<file path="src/rtl/seg7_num_entry.sv">
// seg7_num_entry: debounced push-button entry of a 4-digit BCD value with a
// cursor, plus a multi-cycle BCD-to-binary converter that runs on commit.
//
// Five raw buttons are synchronized and debounced. A press event is a
// one-cycle pulse on the debounced 0->1 edge. Events edit the BCD digits or
// move the cursor while the converter is idle. The center button snapshots
// the digits and starts the conversion.
//
// Output handshake: num/num_valid carry no backpressure. num_valid is high
// for exactly one cycle, and num is already valid in that same cycle. num
// then holds its value until the next commit or reset. A consumer that
// needs the value must capture it on the num_valid cycle or read num at
// any later time.
module seg7_num_entry #(
  parameter int DEBOUNCE_CYCLES = 1000000,
  parameter int CNT_W           = 20
) (
  input  logic        clock_100,
  input  logic        reset,
  input  logic        btn_up,
  input  logic        btn_down,
  input  logic        btn_left,
  input  logic        btn_right,
  input  logic        btn_center,
  output logic [15:0] digits,
  output logic [1:0]  cursor,
  output logic        busy,
  output logic [13:0] num,
  output logic        num_valid,
  output logic [1:0]  conv_state
);

  // Bit order of the button vectors below.
  localparam int B_UP     = 0;
  localparam int B_DOWN   = 1;
  localparam int B_LEFT   = 2;
  localparam int B_RIGHT  = 3;
  localparam int B_CENTER = 4;

  // Terminal count: a level is accepted on the DEBOUNCE_CYCLES-th
  // consecutive disagreeing cycle.
  localparam logic [CNT_W-1:0] CNT_LAST = CNT_W'(DEBOUNCE_CYCLES - 1);

  typedef enum logic [1:0] {
    IDLE = 2'd0,
    CONV = 2'd1,
    DONE = 2'd2
  } state_t;

  logic [4:0]       raw;
  logic [4:0]       sync1;
  logic [4:0]       sync2;
  logic [4:0]       db;
  logic [4:0]       db_q;
  logic [4:0]       press;
  logic [CNT_W-1:0] cnt [5];

  state_t           state;
  logic [15:0]      shadow;
  logic [1:0]       idx;
  logic [13:0]      acc;
  logic [13:0]      acc_next;
  logic [3:0]       sel_digit;
  logic [3:0]       sel_inc;
  logic [3:0]       sel_dec;
  logic [3:0]       conv_digit;

  assign raw = {btn_center, btn_right, btn_left, btn_down, btn_up};

  // Two-flop synchronizers, one per raw button.
  always_ff @(posedge clock_100) begin
    if (!reset) begin
      sync1 <= '0;
      sync2 <= '0;
    end else begin
      sync1 <= raw;
      sync2 <= sync1;
    end
  end

  // Debouncers: the counter runs while the synchronized input disagrees
  // with the accepted level and clears on any agreeing cycle.
  always_ff @(posedge clock_100) begin
    if (!reset) begin
      db   <= '0;
      db_q <= '0;
      for (int i = 0; i < 5; i++) begin
        cnt[i] <= '0;
      end
    end else begin
      db_q <= db;
      for (int i = 0; i < 5; i++) begin
        if (sync2[i] != db[i]) begin
          if (cnt[i] == CNT_LAST) begin
            db[i]  <= sync2[i];
            cnt[i] <= '0;
          end else begin
            cnt[i] <= cnt[i] + 1'b1;
          end
        end else begin
          cnt[i] <= '0;
        end
      end
    end
  end

  // A press is the cycle right after the debounced level rises. A release
  // produces no event.
  assign press = db & ~db_q;

  // Digit under the cursor, and its wrapped increment and decrement.
  assign sel_digit = digits[{cursor, 2'b00} +: 4];
  assign sel_inc   = (sel_digit == 4'd9) ? 4'd0 : sel_digit + 4'd1;
  assign sel_dec   = (sel_digit == 4'd0) ? 4'd9 : sel_digit - 4'd1;

  // Multiply-accumulate step: acc*10 + digit, with *10 done as x8 + x2.
  // The result is at most 9999, so 14 bits never overflow.
  assign conv_digit = shadow[{idx, 2'b00} +: 4];
  assign acc_next   = (acc << 3) + (acc << 1) + {10'd0, conv_digit};

  assign busy       = (state != IDLE);
  assign conv_state = state;

  // Edit and convert FSM. Events are taken only in IDLE, one per cycle,
  // in priority center > up > down > left > right. Events that arrive
  // while busy are dropped.
  always_ff @(posedge clock_100) begin
    if (!reset) begin
      state     <= IDLE;
      digits    <= '0;
      cursor    <= '0;
      shadow    <= '0;
      idx       <= '0;
      acc       <= '0;
      num       <= '0;
      num_valid <= 1'b0;
    end else begin
      num_valid <= 1'b0;
      case (state)
        IDLE: begin
          if (press[B_CENTER]) begin
            shadow <= digits;
            acc    <= '0;
            idx    <= 2'd3;
            state  <= CONV;
          end else if (press[B_UP]) begin
            digits[{cursor, 2'b00} +: 4] <= sel_inc;
          end else if (press[B_DOWN]) begin
            digits[{cursor, 2'b00} +: 4] <= sel_dec;
          end else if (press[B_LEFT]) begin
            cursor <= cursor + 2'd1;
          end else if (press[B_RIGHT]) begin
            cursor <= cursor - 2'd1;
          end
        end
        CONV: begin
          acc <= acc_next;
          if (idx == 2'd0) begin
            // Publish on entry to DONE so that num and num_valid are both
            // valid during the DONE cycle.
            num       <= acc_next;
            num_valid <= 1'b1;
            state     <= DONE;
          end else begin
            idx <= idx - 2'd1;
          end
        end
        DONE: begin
          state <= IDLE;
        end
        default: begin
          state <= IDLE;
        end
      endcase
    end
  end

endmodule

</file>
<file path="config.mk">
export PLATFORM = sky130hd
export DESIGN_NAME = seg7_num_entry
export DESIGN_NICKNAME = d
export VERILOG_FILES = /design/src/rtl/seg7_num_entry.sv
export SDC_FILE = /design/constraint.sdc
export NUM_CORES = 1
export LEC_CHECK = 0
export BUFFER_PORTS_ARGS = -buffer_cell sky130_fd_sc_hd__buf_4
export CORE_ASPECT_RATIO = 1.75
export CORE_MARGIN = 2
export CORE_UTILIZATION = 35
export DETAILED_ROUTE_END_ITERATION = 12
export HOLD_SLACK_MARGIN = 0.06
export SYNTH_ARGS = -nofsm -noshare
export SYNTH_HDL_FRONTEND = slang
export SYNTH_SLANG_ARGS = --single-unit
</file>
<file path="constraint.sdc">
create_clock -name clock_100 -period 4 [get_ports clock_100]
set_clock_uncertainty 0.05 [all_clocks]
set_input_delay 0.8 -clock clock_100 [delete_from_list [all_inputs] [get_ports clock_100]]
set_output_delay 0.8 -clock clock_100 [all_outputs]
set_load 0.005 [all_outputs]
</file>
==> metrics.md <==
| Metric | Value |
|---|---|
| Initial DRC Count | 263 |
| Gr usage total | between 10 and 15% |
| Setup TNS | 0 ns |
| Residual DRC | 0 |
| Top-area cell type share of the netlist area | around 32% |
| Pins Over Slew Limit | 0 |
| Synthesis Warnings | 0 |
| Min cycle time layout | 3.342 ns |
| Via-to-Cell Ratio | about 4.8 |
| Commonest cells post-synth | 148 x nor2_1, 119 x nand2_1, 100 x edfxtp_1, 86 x dfxtp_1, 62 x nand3_1 |
| Dpl cells | around 1400 |
| Initial antenna violation count | 0 |
| Fin area | between 0.01 and 0.015 mm^2 |
| Post-synthesis area per instance | between 9 and 10 um^2 |
| Total grt overflow | 0 |
| Num ports | 43 |
| CTS root buf | clkbuf_16 |
| Worst setup path startpoint | idx[0]$_SDFFE_PN0P_ |
| Layout fillers | ~2500 |
| DRT antenna net count | 0 |
| Cells after Synth | 954 |
| Final std cells w/o fill | 1423 |
| HP Start | sync1[3]$_SDFF_PN0_ |
| WL/cell | 13.29 um |
| CP required | roughly 4.3 ns |
| Largest net degree at the start of global routing | 38 |
| Die W | 127.5 um |
| Reg2Reg Launch Point | idx[0]$_SDFFE_PN0P_ |
| Synthesized cell area | about 0.0093 mm^2 |
| Worst-path clk slew | ~0.070 ns |
| Die height | 220.1 um |
| Leakage Power | roughly 4.1 nW |
| CP Class | reg -> reg |
| Maximum Capacitance Violations | 0 |
| Post-CTS Setup Repair Bufs | 0 |
| Inserted Clock Buffers | 17 |
| Nets | 1131 |
| Top FF cell, synth | edfxtp_1 |
| Initial Utilization | between 30% and 40% |
| Crit-path max FO | 3 |
| Synth cell types | between 50 and 60 |
| Fin. Hold Viols | 0 |
| Clock sink count | roughly 190 |
| Setup violations, final | 0 |
| Post-CTS sizing | 0 |
| Site Rows | between 70 and 80 |
| Worst Path Arrival | approximately 3.7 ns |
| First-pass GRT wire length | roughly 32 mm |
| CTS tree | yes |
| RSZ-0062 raised after global routing | no |
| Endpoint class of the critical path | register |
| Vias in the first global route | 6775 |
| Layout cell share with drive strength beyond 1 | 8.644% |
| Setup crit start kind | register |
| Fmax | 299.2 MHz |
| Drt first pass iters | 4 |
| Seq/Total Area, Yosys | 50.58% |
| Vias | 6837 |
| Asr flop ratio synth | 0% |
| WHS | 0.3844 ns |
| HP Class | reg -> reg |
| Dpl hpwl | 13.72 mm |
| #FFs+latches synth | 186 |
| CTS max path bufs | 2 |
| Area contributors post-synth | edfxtp_1 32%, dfxtp_1 18%, nor2_1 5.9% |
| Status | complete, no violations |
| VDD IR max | ~0.32 mV |
| Worst-Margin Slew | approximately 1.1 ns |
| Register Area | around 0.0047 mm^2 |
| Wirelength, routed | 18.92 mm |
| DP Area | 0.01033 mm^2 |
| PwrDens | 359.2 mW/mm^2 |
| Footprint of the multi-input gates | 0.004728 mm^2 |
| Ant diodes | 0 |
| Slew HR | between 20% and 30% |
| Overall Power | between 3 and 4 mW |
| Cts hold-fix bufs | 0 |
| H-tree depth | 4 |
| P&R area growth vs syn | 17.07% |
| Post-synth EDFFs | 100 |
| PortBufs | 42 |
| Period utilization | around 84% |
| Area leader, netlist | edfxtp_1 |
| Clock network latency to the later pin of the worst-skew pair | 0.44 ns |
| Most common cell in the synthesized netlist | nor2_1 |
| Core Area | 0.02639 mm^2 |
| GPL Wtd Cong | 0.8676 |
| Die area | ~0.028 mm^2 |
-- path summary, 6_finish.rpt --
check                                             to  cells past startpoint  slack, ns
worst max-delay path            num[13]$_SDFFE_PN0P_                     12       0.66
worst min-delay path             sync2[3]$_SDFF_PN0_                      1       0.38
worst max register to register  num[13]$_SDFFE_PN0P_                     12       0.66
worst min register to register   sync2[3]$_SDFF_PN0_                      1       0.38
-- metal layers --
layer  part of all wire (%)  GRT usage, %
met1                     41         15.15
met2                     55         26.35
met5                      0             0
met4                    1.7         5.568
met3                    2.8         3.180
-- flip-flops by register name, summed over array words and instances (netlist names) --
signal and count:
sync2 5, shadow 16, num_valid 1, conv_state 2
db 5, acc 13, idx 2, num 14
cursor 2, digits 16, sync1 5, cnt 100
db_q 5
-- report_power, final --
part | leakage, nW | internal [mW] | total [mW] | switching (mW)
logic | 2.06 | 0.0401 | 0.104 | 0.0643
registers | 1.73 | 2.06 | 2.10 | 0.0449
clock network | 0.301 | 0.983 | 1.72 | 0.737
total | 4.09 | 3.08 | 3.93 | 0.846
-- area by class of cell --
type / instances / area share (%)
multi-input cells: 802 / 43.24
repair buffers: 47 / 3.227
well taps: 324 / 3.708
inverters: 33 / 1.133
clock buffers: 23 / 4.760
flip-flops and latches: 186 / 43.21
clock inverters: 8 / 0.7209
-- cells by family after synthesis --
| logic type | after synthesis | synth area share (%) |
|---|---|---|
| flops | 186 | 50.58 |
| mux | 15 | 2.693 |
| buf+inv | 65 | 2.773 |
| other cells | 1 | 0.04015 |
| simple gates | 443 | 22.06 |
| compound gates | 103 | 6.979 |
| fa+ha+maj | 37 | 5.117 |
| xor+xnor | 104 | 9.752 |
-- layout by cell type, fill, tap and decap left out, types with 5 or more instances in the layout --
cell       netlist  final
and3_1          18     18
a21oi_1         54     54
a21o_1           5      5
or3_1           11     11
inv_1           33     32
conb_1           1    100
and2_1          19     19
nor4b_1          7      7
mux4_2           8      8
nand3_1         62     62
buf_4            1     47
mux2i_1          6      6
nand4_1         15     15
and4_1           7      7
clkbuf_16        0     19
xor2_1          50     50
dfxtp_1         86     86
a32o_1           8      8
ha_1            35     35
o21ai_0          8      8
nor3_1          12     12
nor2b_1          9      9
nand2_1        119    119
xnor2_1         54     54
nor2_1         148    148
edfxtp_1       100    100
-- critical path: stages, from the launching register on --
cell      delay [ns]
dfxtp_1         0.35
mux4_2          0.50
inv_1           0.08
fa_1            0.46
inv_1           0.09
ha_1            0.24
a211o_1         0.31
a21oi_1         0.20
o221ai_1        0.24
a311oi_1        0.39
xnor2_1         0.16
nand2_1         0.07
a21oi_1         0.14
-- metrics by stage --
step                      util [%]  setup WS (ns)
final                        41.43         0.6582
after global placement       39.16         0.6793
after global routing         41.43         0.4425
after floorplan                  -         0.6520
after CTS                    41.43         0.6575
after detailed placement     39.16         0.6825
No activity file was read; power rests on OpenSTA's default activity.
